===== config.mk =====
export PLATFORM = sky130hd
export DESIGN_NAME = instr_encoder
export DESIGN_NICKNAME = d
export VERILOG_FILES = /design/src/rtl/instr_encoder_pkg.sv /design/src/rtl/instr_encoder_enc_fifo.sv /design/src/rtl/instr_encoder.sv
export SDC_FILE = /design/constraint.sdc
export NUM_CORES = 1
export LEC_CHECK = 0
export BUFFER_PORTS_ARGS = -buffer_cell sky130_fd_sc_hd__buf_2
export CORE_UTILIZATION = 54
export CTS_CLUSTER_SIZE = 40
export DETAILED_ROUTE_END_ITERATION = 7
export GPL_TIMING_DRIVEN = 0
export PLACE_DENSITY = 0.91
export SLEW_MARGIN = 20
export SYNTH_ARGS = -nofsm -noshare
export SYNTH_HDL_FRONTEND = slang
export SYNTH_SLANG_ARGS = --single-unit

===== constraint.sdc =====
create_clock -name clock -period 3.4 [get_ports clock]
set_input_delay 0.34 -clock clock [delete_from_list [all_inputs] [get_ports clock]]
set_output_delay 0.34 -clock clock [all_outputs]
set_load 0.01 [all_outputs]

===== src/rtl/instr_encoder_pkg.sv =====
// Shared types, opcode constants and the field-to-word encoder for instr_encoder.
// INSTR_ENCODER_R4_EN enables the fused multiply-add (R4) layout for fmt=6.
package instr_encoder_pkg;

  typedef enum logic [2:0] {
    FMT_R   = 3'd0,
    FMT_I   = 3'd1,
    FMT_S   = 3'd2,
    FMT_B   = 3'd3,
    FMT_U   = 3'd4,
    FMT_J   = 3'd5,
    FMT_R4  = 3'd6,
    FMT_RSV = 3'd7
  } fmt_e;

  localparam logic [6:0] OP     = 7'h33;
  localparam logic [6:0] OP_IMM = 7'h13;
  localparam logic [6:0] LOAD   = 7'h03;
  localparam logic [6:0] STORE  = 7'h23;
  localparam logic [6:0] BRANCH = 7'h63;
  localparam logic [6:0] LUI    = 7'h37;
  localparam logic [6:0] AUIPC  = 7'h17;
  localparam logic [6:0] JAL    = 7'h6F;
  localparam logic [6:0] JALR   = 7'h67;
  localparam logic [6:0] MADD   = 7'h43;

  typedef logic [31:0] instr_t;

  typedef struct packed {
    instr_t word;
    logic   push;
    logic   err;
  } enc_result_t;

  // push=0 marks a reserved format; err also flags an odd B/J offset, whose bit 0 is simply dropped.
  function automatic enc_result_t encode_fields(
    input logic [2:0]  fmt,
    input logic [6:0]  opcode,
    input logic [4:0]  rd,
    input logic [4:0]  rs1,
    input logic [4:0]  rs2,
    input logic [4:0]  rs3,
    input logic [2:0]  funct3,
    input logic [6:0]  funct7,
    input logic [31:0] imm
  );
    enc_result_t r;
`ifndef INSTR_ENCODER_R4_EN
    logic unused_rs3;
    unused_rs3 = ^rs3;
`endif
    r.word = '0;
    r.push = 1'b1;
    r.err  = 1'b0;
    case (fmt_e'(fmt))
      FMT_R: r.word = {funct7, rs2, rs1, funct3, rd, opcode};
      FMT_I: r.word = {imm[11:0], rs1, funct3, rd, opcode};
      FMT_S: r.word = {imm[11:5], rs2, rs1, funct3, imm[4:0], opcode};
      FMT_B: begin
        r.word = {imm[12], imm[10:5], rs2, rs1, funct3, imm[4:1], imm[11], opcode};
        r.err  = imm[0];
      end
      FMT_U: r.word = {imm[31:12], rd, opcode};
      FMT_J: begin
        r.word = {imm[20], imm[10:1], imm[11], imm[19:12], rd, opcode};
        r.err  = imm[0];
      end
`ifdef INSTR_ENCODER_R4_EN
      FMT_R4: r.word = {rs3, funct7[1:0], rs2, rs1, funct3, rd, opcode};
`endif
      default: begin
        r.push = 1'b0;
        r.err  = 1'b1;
      end
    endcase
    return r;
  endfunction

endpackage


===== src/rtl/instr_encoder_enc_fifo.sv =====
// Two-entry valid/ready FIFO; ready and valid come only from registered occupancy.
module enc_fifo #(
  parameter int                 DATA_W   = 42,
  parameter logic [DATA_W-1:0] RST_DATA = '0
) (
  input  logic              clock,
  input  logic              reset,
  input  logic              clear,
  input  logic              in_valid,
  output logic              in_ready,
  input  logic [DATA_W-1:0] in_data,
  output logic              out_valid,
  input  logic              out_ready,
  output logic [DATA_W-1:0] out_data
);

  logic [DATA_W-1:0] mem [2];
  logic              wr_ptr;
  logic              rd_ptr;
  logic [1:0]        count;
  logic              push;
  logic              pop;

  assign in_ready  = (count != 2'd2);
  assign out_valid = (count != 2'd0);
  assign out_data  = mem[rd_ptr];
  assign push      = in_valid && in_ready;
  assign pop       = out_valid && out_ready;

  // Clear outranks any push/pop in the same cycle.
  always_ff @(posedge clock or posedge reset) begin
    if (reset) begin
      mem[0] <= RST_DATA;
      mem[1] <= RST_DATA;
      wr_ptr <= 1'b0;
      rd_ptr <= 1'b0;
      count  <= 2'd0;
    end else if (clear) begin
      wr_ptr <= 1'b0;
      rd_ptr <= 1'b0;
      count  <= 2'd0;
    end else begin
      if (push) begin
        mem[wr_ptr] <= in_data;
        wr_ptr      <= ~wr_ptr;
      end
      if (pop) begin
        rd_ptr <= ~rd_ptr;
      end
      case ({push, pop})
        2'b10:   count <= count + 2'd1;
        2'b01:   count <= count - 2'd1;
        default: count <= count;
      endcase
    end
  end

endmodule


===== src/rtl/instr_encoder.sv =====
// Builds RV32 instruction words from field values and queues them with sequential byte addresses.
// Define INSTR_ENCODER_R4_EN to encode fmt=6 as R4; otherwise fmt=6 is reserved.
module instr_encoder
  import instr_encoder_pkg::*;
#(
  parameter int          ADDR_W    = 10,
  parameter int unsigned BASE_ADDR = 0
) (
  input  logic              clock,
  input  logic              reset,
  input  logic              clear,
  input  logic              in_valid,
  output logic              in_ready,
  input  logic [2:0]        fmt,
  input  logic [6:0]        opcode,
  input  logic [4:0]        rd,
  input  logic [4:0]        rs1,
  input  logic [4:0]        rs2,
  input  logic [4:0]        rs3,
  input  logic [2:0]        funct3,
  input  logic [6:0]        funct7,
  input  logic [31:0]       imm,
  output logic              out_valid,
  input  logic              out_ready,
  output logic [31:0]       out_instr,
  output logic [ADDR_W-1:0] out_addr,
  output logic              err
);

  localparam logic [ADDR_W-1:0] BASE = ADDR_W'(BASE_ADDR);
  localparam int                DW   = 32 + ADDR_W;

  enc_result_t       enc;
  logic              accept;
  logic              do_push;
  logic [ADDR_W-1:0] addr_cnt;
  logic [DW-1:0]     head;

  always_comb begin
    enc = encode_fields(fmt, opcode, rd, rs1, rs2, rs3, funct3, funct7, imm);
  end

  assign accept  = in_valid && in_ready;
  assign do_push = accept && enc.push;

  // Address wraps silently at 2^ADDR_W; reserved formats leave it untouched.
  always_ff @(posedge clock or posedge reset) begin
    if (reset) begin
      addr_cnt <= BASE;
    end else if (clear) begin
      addr_cnt <= BASE;
    end else if (do_push) begin
      addr_cnt <= addr_cnt + ADDR_W'(4);
    end
  end

  always_ff @(posedge clock or posedge reset) begin
    if (reset) begin
      err <= 1'b0;
    end else if (clear) begin
      err <= 1'b0;
    end else if (accept && enc.err) begin
      err <= 1'b1;
    end
  end

  enc_fifo #(
    .DATA_W   (DW),
    .RST_DATA ({32'h0, BASE})
  ) u_fifo (
    .clock     (clock),
    .reset     (reset),
    .clear     (clear),
    .in_valid  (in_valid && enc.push),
    .in_ready  (in_ready),
    .in_data   ({enc.word, addr_cnt}),
    .out_valid (out_valid),
    .out_ready (out_ready),
    .out_data  (head)
  );

  assign out_instr = head[DW-1:ADDR_W];
  assign out_addr  = head[ADDR_W-1:0];

endmodule


==> flow_summary_export.csv <==
group,metric,value,unit
sta,final-hold-violation-count,0,
yosys,ys_ff_latch,93,
routing,via_per_inst,5.518,
yosys,synth_cells,388,
setup_path,worst-path-buf-inv,3,
clock_tree,clk_latency,0.35,ns
routing,wirelength,11190,µm
yosys,ys_types,39,
clock_tree,cts_buffer_depth,2,
setup_path,critPathMaxStageDelay,0.55,ns
global_routing,grt_first_pass_wirelength,18480,µm
place,place_congestion,0.7793,
setup_path,start_kind,"flip-flop",
pwr,p_leak,0.002994,µW
routing,drt_iter0_drc,136,
routing,drc,0,
setup_path,worst_ep_required_time,3.06,ns
sta,worst_slew_pin_slew,0.6436,ns
global_routing,antenna_found_initial,0,
yosys,synth_top_family_by_area,"multiplexers",
floorplan,rows,34,
pwr,totalPowerFinal,3154,µW
finish,nNetsFinal,593,
clock_tree,cts_made_buffers,9,
pwr,pwr_density_cell,538.7,nW/µm²
finish,multi_input_area,2384,µm²
yosys,yosysWarnings,0,
finish,final_util,0.6680,
global_routing,grt_pass1_vias,3709,
clock_tree,cts_sinks,93,
floorplan,die-area,9452,µm²
clock_tree,tritoncts,"built",
yosys,synth_compound_area_frac,0.06159,
setup_path,path_cells,"clkbuf_1 > clkbuf_1 > mux2_2 > buf_2",
yosys,synth_xor_area_frac,0.01252,
sta,rsz0062_at_grt,"no",
run_status,outcome,"finished clean",
global_routing,grt_max_degree,63,
place,io_buffers,113,
pwr,power.switching,878.5,µW
routing,drt-pass1-iter-count,4,
pwr,intPower,2275,µW
clock_tree,htreeDepth,3,
pwr,comb_power_share,0.273,
routing,ant_nets,0,
clock_tree,post-cts-setup-buffers,0,
setup_path,cp_common_cell,"clkbuf_1",
finish,drive_gt1_frac,0.5173,
clock_tree,clock-root-buffer,"clkbuf_8",
routing,vias,3465,
floorplan,initial_core_util,0.5587,
pwr,p_clk_frac,0.256,
yosys,synthSimpleGateAreaFrac,0.07105,
sta,period_minus_slack,2.419,ns
sta,max_freq,413.4,MHz
finish,num_antenna_cells,0,
sta,finalCritPeriodShare,0.7114,
run,cap_violations,0,
yosys,ys_seq_area_frac,0.4753,
floorplan,io_pins,122,
setup_path,endpoint_kind,"output pin",
finish,area_growth,19.58,%
sta,max_slew_margin,0.5709,
place,dp_hpwl,8067,µm
floorplan,die_h,97.22,µm
pwr,switching_share,0.2785,
finish,fillers,666,
clock_tree,path_clk_slew,0.09,ns
setup_path,critPathMaxFanout,10,
yosys,synthMuxAreaShare,0.3376,
setup_path,crit_arrival,2.08,ns
finish,regArea,2327,µm²
global_routing,grt_overflow,0,
setup_path,crit_family,"buffers and inverters",
sta,setup_violations,0,
yosys,syn_area,4896,µm²
sta,hold_slack,0.2578,ns
sta,worst_slack,0.9811,ns
place,placed_cells,611,
place,place_ws,1.307,ns
sta,drv_slew,0,
floorplan,core_area,8763,µm²
sta,fin_skew,0.009333,ns
setup_path,critPathSlowestCell,"clkbuf_1",
yosys,syn_avg_cell_area,12.62,µm²
pwr,seqPwrFrac,0.471,
setup_path,criticalPathCategory,"flip-flop to output pin",
yosys,synth_adder_area_share,0.002556,
worst_hold_path,hold_class,"primary input to flip-flop",
pwr,vdd_ir_drop_max,0.3077,mV
finish,final_cells,628,
floorplan,die_w,97.22,µm
routing,wire_per_inst,17.82,µm
global_routing,grt_usage,0.2460,
==> through the flow <==
| stage | area (µm²) | TNS [ns] |
|---|---|---|
| 6_report | 5854 | 0 |
| 5_1_grt | 5854 | 0 |
| 4_1_cts | 5854 | 0 |
| 3_5_place_dp | 5630 | 0 |
| 3_3_place_gp | 5600 | -23.86 |
| 2_1_floorplan | 4900 | 0 |
==> layer usage <==
metal | global-route usage | up-vias | wire, µm | share of wire
met5 | 0 | - | 0 | 0
li1 | - | 1625 | - | -
met2 | 0.4052 | 107 | 5375 | 0.48
met4 | 0.09502 | 0 | 259 | 0.023
met3 | 0.04892 | 19 | 599 | 0.054
met1 | 0.3217 | 1714 | 4958 | 0.44
==> placed cells by master (no fill, tap or decap), drive strengths merged <==
cell type    count
a211oi           1
a21o             1
a21oi           10
a22o             8
a22oi            4
a311o            1
a31oi            1
and2             8
and3             2
buf            128
bufinv           2
clkbuf          23
clkinv           3
clkinvlp         1
conb             2
dfrtp           93
dlygate4sd3      1
ha               1
inv             10
mux2           124
mux2i           11
nand2           17
nand2b           1
nand3            4
nand3b           2
nand4            4
nor2            11
nor2b            8
nor3             2
nor3b            1
o211ai           1
o21ai           21
o21bai           1
or2              1
or3              3
or3b             1
xor2             7
==> worst reg2reg max path, delay by kind of cell, from the launching register on <==
family | cells | cell delay [ns]
and+or+nand+nor | 3 | 0.59
buffers and inverters | 2 | 0.53
DFF | 1 | 0.43
muxes | 1 | 0.38
==> worst paths after layout <==
check / depth (start not counted) / endpoint / slack [ns] / startpoint
max reg2reg: 6 / u_fifo.mem[80] / 1.37 / u_fifo.count[1]
min: 2 / addr_cnt[9] / 0.26 / clear
max in group asynchronous: 4 / addr_cnt[4] / 2.22 / reset
max: 4 / out_instr[10] / 0.98 / u_fifo.rd_ptr
min in group asynchronous: 3 / u_fifo.mem[16] / 0.54 / reset
min reg2reg: 1 / u_fifo.mem[69] / 0.49 / u_fifo.mem[69]
==> sequential cells by signal, indices dropped and copies added (netlist names) <==
signal,flops
u_fifo.mem,80
addr_cnt,8
u_fifo.count,2
err,1
u_fifo.rd_ptr,1
u_fifo.wr_ptr,1
==> synthesized netlist by cell type <==
| cell type | instances | area share |
|---|---|---|
| and2_1 | 8 | 0.010 |
| nand2_1 | 17 | 0.013 |
| conb_1 | 1 | 0.00077 |
| nor2_1 | 11 | 0.0084 |
| or2_2 | 1 | 0.0013 |
| a21o_1 | 1 | 0.0015 |
| a22o_1 | 8 | 0.014 |
| nand3_1 | 3 | 0.0031 |
| a311o_1 | 1 | 0.0020 |
| inv_1 | 9 | 0.0069 |
| mux2_1 | 1 | 0.0023 |
| nand4_1 | 4 | 0.0051 |
| a21oi_1 | 10 | 0.010 |
| or3b_1 | 1 | 0.0018 |
| a22oi_1 | 4 | 0.0061 |
| nand3_4 | 1 | 0.0036 |
| clkbuf_1 | 13 | 0.010 |
| buf_2 | 7 | 0.0072 |
| clkinv_1 | 1 | 0.00077 |
| a211oi_1 | 1 | 0.0015 |
| mux2_2 | 84 | 0.19 |
| or3_1 | 3 | 0.0038 |
| mux2_4 | 39 | 0.12 |
| o21ai_0 | 21 | 0.021 |
| buf_6 | 4 | 0.0092 |
| nor2b_1 | 8 | 0.010 |
| and3_1 | 2 | 0.0026 |
| nor3b_1 | 1 | 0.0015 |
| mux2i_1 | 11 | 0.022 |
| a31oi_1 | 1 | 0.0013 |
| o211ai_1 | 1 | 0.0015 |
| nand2b_1 | 1 | 0.0013 |
| ha_1 | 1 | 0.0026 |
| nor3_1 | 2 | 0.0020 |
| o21bai_1 | 1 | 0.0015 |
| xor2_1 | 7 | 0.013 |
| nand3b_1 | 2 | 0.0031 |
| dfrtp_1 | 93 | 0.48 |
| buf_4 | 3 | 0.0046 |
==> area by class of cell <==
cell class	count	area share
Sequential cell	93	0.3975
Buffer	27	0.02586
Timing Repair Buffer	115	0.1030
Clock inverter	6	0.01475
Inverter	10	0.006839
Clock buffer	10	0.02180
Tap cell	108	0.02308
Multi-Input combinational cell	259	0.4071
==> kinds of logic (layout without fill, tap and decap cells) <==
family          Yosys count  count (layout)
mux                     135             135
simple gates             65              65
fa+ha+maj                 1               1
other cells               1               2
buf+inv                  37             168
flops                    93              93
compound gates           49              49
xor+xnor                  7               7
==> what timing repair did <==
action | in CTS | in global routing
hold buffers | 1 | 0
gates resized for setup | 0 | 0
hold endpoints to repair | 30 | 0
==> power groups by stage <==
| stage | Clock (µW) | Sequential, µW | Combinational, µW |
|---|---|---|---|
| 3_3_place_gp | 0 | 1480 | 825 |
| 4_1_cts | 818 | 1480 | 870 |
| 5_1_grt | 863 | 1520 | 932 |
| 3_5_place_dp | 0 | 1500 | 865 |
| 2_1_floorplan | 0 | 1450 | 621 |
| 6_report | 806 | 1490 | 863 |
Power figures use the tool's default switching activity.
